### src/rtl/bus_sched_pkg.sv
// Shared types and helpers for the round-robin packet bus scheduler.
package bus_sched_pkg;

   // Width of the destination ID field at the top of every packet
   localparam int unsigned ID_W      = 8;
   // Largest supported port count; sizes the destination-mask helper
   localparam int unsigned MAX_DRVRS = 16;
   // Source index width able to hold any port number up to MAX_DRVRS-1
   localparam int unsigned SRC_W     = 4;

   typedef enum logic [1:0] {
      IDLE = 2'd0,
      POP  = 2'd1,
      XFER = 2'd2,
      GAP  = 2'd3
   } sched_state_e;

   // Destination ports for a packet: everyone but the sender on broadcast,
   // one port for a valid foreign ID, nobody for out-of-range or self-addressed.
   // Broadcast is tested first so it wins even when it aliases a port number.
   function automatic logic [MAX_DRVRS-1:0] dest_mask(
      input logic [ID_W-1:0]  id,
      input logic [SRC_W-1:0] src,
      input int unsigned      drvrs,
      input logic [ID_W-1:0]  broadcast
   );
      logic [MAX_DRVRS-1:0] mask;
      mask = '0;
      if (id == broadcast) begin
         for (int unsigned i = 0; i < MAX_DRVRS; i++) begin
            mask[i] = (i < drvrs) && (i != 32'(src));
         end
      end else if ((32'(id) < drvrs) && (id != ID_W'(src))) begin
         mask[id[SRC_W-1:0]] = 1'b1;
      end
      return mask;
   endfunction

endpackage

### src/rtl/rr_arbiter.sv
// Combinational round-robin arbiter: first set request at or above ptr,
// wrapping from N-1 back to 0.
module rr_arbiter #(
   parameter int unsigned N = 4
) (
   input  logic [N-1:0]         req,
   input  logic [$clog2(N)-1:0] ptr,
   output logic [N-1:0]         gnt_onehot,
   output logic [$clog2(N)-1:0] gnt_idx,
   output logic                 any
);

   localparam int unsigned IDX_W = $clog2(N);

   logic [IDX_W-1:0] w_cand;

   // Walk the requests starting at ptr and keep the first one found
   always_comb begin
      // NOTE: every output gets a default before the search so no latch is inferred.
      gnt_onehot = '0;
      gnt_idx    = '0;
      any        = 1'b0;
      w_cand     = '0;
      for (int unsigned k = 0; k < N; k++) begin
         w_cand = IDX_W'((32'(ptr) + k) % N);
         if (!any && req[w_cand]) begin
            any                = 1'b1;
            gnt_idx            = w_cand;
            gnt_onehot[w_cand] = 1'b1;
         end
      end
   end

endmodule

### src/rtl/bus_rr_scheduler.sv
// Round-robin scheduler for the shared packet bus: pops one pending source,
// decodes its destination and pushes the packet, with a turnaround gap.
module bus_rr_scheduler
   import bus_sched_pkg::*;
#(
   parameter int unsigned      drvrs     = 4,
   parameter int unsigned      pckg_sz   = 16,
   parameter logic [ID_W-1:0]  broadcast = {ID_W{1'b1}},
   parameter int unsigned      CNT_W     = 16
) (
   input  logic                       clk,
   input  logic                       reset,
   input  logic [drvrs-1:0]           pndng,
   input  logic [drvrs*pckg_sz-1:0]   D_pop,
   output logic [drvrs-1:0]           pop,
   output logic [drvrs-1:0]           push,
   output logic [pckg_sz-1:0]         D_push,
   output logic                       busy,
   output logic [CNT_W-1:0]           pkt_cnt,
   output logic [CNT_W-1:0]           drop_cnt
);

   localparam int unsigned IDX_W = $clog2(drvrs);

   sched_state_e         r_state;
   sched_state_e         w_next_state;
   logic [IDX_W-1:0]     r_rr_ptr;
   logic [pckg_sz-1:0]   r_data_q;
   logic [IDX_W-1:0]     r_src_q;
   logic [drvrs-1:0]     r_mask;
   logic [drvrs-1:0]     r_pop;
   logic [drvrs-1:0]     r_push;
   logic [pckg_sz-1:0]   r_d_push;
   logic                 r_busy;
   logic [CNT_W-1:0]     r_pkt_cnt;
   logic [CNT_W-1:0]     r_drop_cnt;

   logic [drvrs-1:0]     w_gnt_onehot;
   logic [IDX_W-1:0]     w_gnt_idx;
   logic                 w_any;
   logic [IDX_W-1:0]     w_next_ptr;
   logic [pckg_sz-1:0]   w_gnt_data;
   logic [drvrs-1:0]     w_dest_mask;

   rr_arbiter #(
      .N (drvrs)
   ) u_arb (
      .req        (pndng),
      .ptr        (r_rr_ptr),
      .gnt_onehot (w_gnt_onehot),
      .gnt_idx    (w_gnt_idx),
      .any        (w_any)
   );

   // The pointer moves just past the winner so it becomes lowest priority
   assign w_next_ptr  = (32'(w_gnt_idx) == drvrs - 1) ? '0 : w_gnt_idx + IDX_W'(1);
   assign w_dest_mask = drvrs'(dest_mask(r_data_q[pckg_sz-1 -: ID_W], SRC_W'(r_src_q),
                                         drvrs, broadcast));

   // Select the winning source's head packet
   always_comb begin
      w_gnt_data = '0;
      for (int unsigned i = 0; i < drvrs; i++) begin
         if (w_gnt_onehot[i]) w_gnt_data = D_pop[i*pckg_sz +: pckg_sz];
      end
   end

   // State register
   always_ff @(posedge clk or negedge reset) begin
      // NOTE: flops use non-blocking assignments so all of them sample pre-edge values.
      if (!reset) r_state <= IDLE;
      else        r_state <= w_next_state;
   end

   // Next-state logic: a fixed four-beat cycle once a source is pending
   always_comb begin
      w_next_state = r_state;
      case (r_state)
         IDLE:    if (w_any) w_next_state = POP;
         POP:     w_next_state = XFER;
         XFER:    w_next_state = GAP;
         GAP:     w_next_state = IDLE;
         default: w_next_state = IDLE;
      endcase
   end

   // Registered datapath: grant capture, destination decode, push and statistics
   always_ff @(posedge clk or negedge reset) begin
      // NOTE: the packet holding registers are reset as well, so D_push is never X.
      if (!reset) begin
         r_rr_ptr   <= '0;
         r_data_q   <= '0;
         r_src_q    <= '0;
         r_mask     <= '0;
         r_pop      <= '0;
         r_push     <= '0;
         r_d_push   <= '0;
         r_busy     <= 1'b0;
         r_pkt_cnt  <= '0;
         r_drop_cnt <= '0;
      end else begin
         r_pop  <= '0;
         r_push <= '0;
         r_busy <= (w_next_state != IDLE);
         case (r_state)
            IDLE: begin
               if (w_any) begin
                  r_pop    <= w_gnt_onehot;
                  r_data_q <= w_gnt_data;
                  r_src_q  <= w_gnt_idx;
                  r_rr_ptr <= w_next_ptr;
               end
            end
            POP: begin
               r_mask <= w_dest_mask;
            end
            XFER: begin
               if (r_mask != '0) begin
                  r_push   <= r_mask;
                  r_d_push <= r_data_q;
                  if (r_pkt_cnt != '1) r_pkt_cnt <= r_pkt_cnt + CNT_W'(1);
               end else begin
                  if (r_drop_cnt != '1) r_drop_cnt <= r_drop_cnt + CNT_W'(1);
               end
            end
            default: begin
               // GAP: bus turnaround, D_push keeps its last value
            end
         endcase
      end
   end

   assign pop      = r_pop;
   assign push     = r_push;
   assign D_push   = r_d_push;
   assign busy     = r_busy;
   assign pkt_cnt  = r_pkt_cnt;
   assign drop_cnt = r_drop_cnt;

endmodule
### config.mk
export PLATFORM = sky130hd
export DESIGN_NAME = bus_rr_scheduler
export DESIGN_NICKNAME = d
export VERILOG_FILES = /design/src/rtl/bus_sched_pkg.sv /design/src/rtl/rr_arbiter.sv /design/src/rtl/bus_rr_scheduler.sv
export SDC_FILE = /design/constraint.sdc
export NUM_CORES = 1
export LEC_CHECK = 0
export ABC_AREA = 1
export BUFFER_PORTS_ARGS = -buffer_cell sky130_fd_sc_hd__buf_2
export CORE_ASPECT_RATIO = 0.75
export CORE_MARGIN = 2
export CORE_UTILIZATION = 25
export DETAILED_ROUTE_END_ITERATION = 8
export SLEW_MARGIN = 20
export SYNTH_ARGS = -nofsm -noshare
export SYNTH_HDL_FRONTEND = slang
export SYNTH_HIERARCHICAL = 1
export SYNTH_SLANG_ARGS = --single-unit
### constraint.sdc
create_clock -name clk -period 3 [get_ports clk]
set_input_delay 0.15 -clock clk [delete_from_list [all_inputs] [get_ports clk]]
set_output_delay 0.15 -clock clk [all_outputs]
set_load 0.01 [all_outputs]
==> impl_results.md <==
* 1st-pass router iterations at 5
* Final Cycle Share at 0.883
* Vias per std cell at 4.54
* CTS tree: done
* Worst-path clk slew at 0.07 ns
* WL/cell at 13.5 um
* Status: finished, final reports clean
* WS Path Type: reg -> reg
* Hpwl dp at 10,900 um
* Largest family of logic cells by synthesized area: simple AND/OR/NAND/NOR gates
* Row cnt at 44
* DRC Markers at 0
* Largest net degree at the start of global routing at 43
* Critical path launch point type: flip-flop
* Top cell type's share of synthesized area at 0.418
* Max cap viols at 0
* Critical Path RT at 3.23 ns
* DR WL met2 at 5850 um
* Number of I/O pins at 127
* First DRT Iteration DRCs at 296
* Setup WS post-layout at 0.351 ns
* DIE AREA at 0.0210 mm^2
* Aggregate routed wire length at 14,200 um
* Max transition margin at 0.547
* Clock Skew at 0.00893 ns
* Max Clk Rate at 0.378 GHz
* # diodes at 0
* Initial antenna violation count at 0
* Worst vdd ir at 0.576 mV
* Power per Cell Area at 998 mW/mm^2
* Number of global-route vias before repair at 4,470
* Routed length on met3 at 1020 um
* Dpl cells at 1,034
* Skew-Pair Late Insertion Delay at 0.35 ns
* Total power draw at 0.00619 W
* Cts repair resizes at 0
* Sequential area share after synthesis at 0.418
* Minimum clock period at 2.65 ns
* Complex-gate fraction of the synthesized area at 0.117
* Simple-gate portion of the synthesized area at 0.339
* Root Buffer: clkbuf_16
* Leading cell types in the layout, fill and taps excluded: 247 x nand2_1, 125 x buf_2, 83 x dfrtp_1
* ANT nets after route at 0
* Initial Util at 0.256
* Non-filler cells, final at 1,051
* Largest area contributor in the netlist: dfrtp_1
* CP Max Fanout at 24
* Worst-Margin Slew at 0.679 ns
* Unique masters post-synth at 32
* Register bit total from synthesis at 83
* Syn_nets at 746
* P_leak at 3.20 nW
* Synthesized area at 0.00497 mm^2
* Metal-1 WL at 7050 um
* Top Metal Used: met4
* Core Area at 0.0194 mm^2
* Synth Area in Adders at 0.0302
* RSZ-0062 raised after global routing: no
* First-pass GRT wire length at 23,100 um
* Clock tree buffer depth at 2
* Area growth syn-to-layout at 25.0%
* Port buffer count at 126
* Final Max Tran Viols at 0
* Hold Vio Cnt, Final at 0
* RePlAce Congestion at 0.903
* Die height at 126 um
* Mux cell area share after synthesis at 0
* Synth Instances at 664
* NumNets Final at 875
* Most common cell after layout, fill and taps aside: nand2_1
* Horiz. Die Dim at 167 um
* Worst slack, placed at 0.160 ns
* Final TNS setup at 0 ns
* CTS buffer count at 9
* TritonCTS Sinks at 83
* Crit path arrival time at 2.88 ns
* Fraction of layout cells with a size suffix above 1 at 0.233
* Syn avg cell area at 7.48 um^2
* Min-delay worst type: in -> reg
* H-Tree Level Count at 3
* Total number of vias at 4,772
* Top cells by area, synth: dfrtp_1 42%, nand2_1 19%, nand3_1 4.6%
* Global route overflow at 0
* YS warnings at 6
* CP Capture Type: flip-flop
* GRT Util Overall at 0.138
* Xor-xnor portion of the synthesized cell area at 0.0265
* Setup Viol. Count Final at 0
==> flip-flops by register name (all words and copies together), names as in the netlist <==
signal,count
busy,1
pop,4
r_src_q,2
push,4
D_push,16
r_data_q,16
r_mask,4
pkt_cnt,16
r_rr_ptr,2
drop_cnt,16
r_state,2
==> cell type report <==
class / instances / area, um^2
fillers: 2146 / 13200
flip-flops and latches: 83 / 2080
repair buffers: 140 / 741
clock buffers: 10 / 229
well taps: 253 / 317
multi-input cells: 504 / 2550
inverters: 55 / 206
clock inverters: 6 / 90.1
==> metrics by stage <==
| stage | area [um^2] | hold WS [ns] | utilization |
|---|---|---|---|
| 6_report | 6210 | 0.0206 | 0.319 |
| 5_1_grt | 6210 | 0.0201 | 0.319 |
| 4_1_cts | 6210 | 0.00531 | 0.319 |
| 3_5_place_dp | 5880 | 0.188 | 0.302 |
| 3_3_place_gp | 5880 | 0.184 | 0.302 |
| 2_1_floorplan | 4970 | -0.146 | - |
==> cell usage after synthesis <==
cell and instances:
ha_1 12, buf_2 7, o21ai_2 8, o21ai_0 16
o31ai_1 1, nor2_1 50, clkbuf_1 9, a22oi_1 16
xor2_1 5, nand2_4 2, inv_1 51, o211ai_1 18
nand4_4 1, nand3_4 2, xnor2_1 10, nand3_2 1
a21oi_1 28, nor2_4 1, nand2_1 247, nand2_2 8
clkinv_1 2, nand3_1 46, buf_6 6, nand4_1 19
nor3_1 3, inv_2 2, or2_2 1, and2_2 1
a21boi_0 4, nor2_2 3, nor2_8 1, dfrtp_1 83
==> cell families (layout without fill, tap and decap cells) <==
family | count (synthesis) | in the layout
AOI/OAI and AO/OA | 91 | 91
xor gates and xnor gates | 15 | 15
adders and majority gates | 12 | 12
buffers and inverters | 77 | 211
DFF | 83 | 83
and+or+nand+nor | 386 | 386
==> critical path, stage by stage (launching register included) <==
cell	delay, ns
dfrtp_1	0.51
inv_2	0.07
ha_1	0.36
inv_1	0.11
nand2_1	0.09
nand2_2	0.06
nor2_4	0.22
nand4_1	0.15
nand2_1	0.13
buf_4	0.30
nor2_2	0.05
buf_4	0.20
a22oi_1	0.18
nand2_1	0.07
==> where the power goes <==
group / leakage [nW] / internal (W) / total [W] / switching, W
sequential: 1.09 / 0.00148 / 0.00178 / 0.000302
combinational: 1.96 / 0.00109 / 0.00320 / 0.00210
clock: 0.153 / 0.000731 / 0.00121 / 0.000480
==> path summary, 6_finish.rpt <==
check	slack [ns]	cells after the start	end	start
setup reg to reg	0.35	13	r_data_q[1]	r_rr_ptr[0]
hold reg to reg	0.47	2	D_push[1]	r_data_q[1]
min in group asynchronous	0.32	2	pkt_cnt[5]	reset
max in group asynchronous	1.96	3	D_push[1]	reset
hold / removal	0.02	3	r_data_q[10]	D_pop[58]
setup / recovery	0.35	13	r_data_q[1]	r_rr_ptr[0]
==> what timing repair did <==
action	CTS	global route
setup buffers	0	0
hold buffers	1	0
endpoints found under the hold margin	40	0
==> metal layers <==
layer,GRT usage,vias to the layer above
met4,0.0456,0
li1,-,2429
met2,0.204,174
met5,0,-
met3,0.0371,22
met1,0.194,2147
Power figures use the tool's default switching activity.
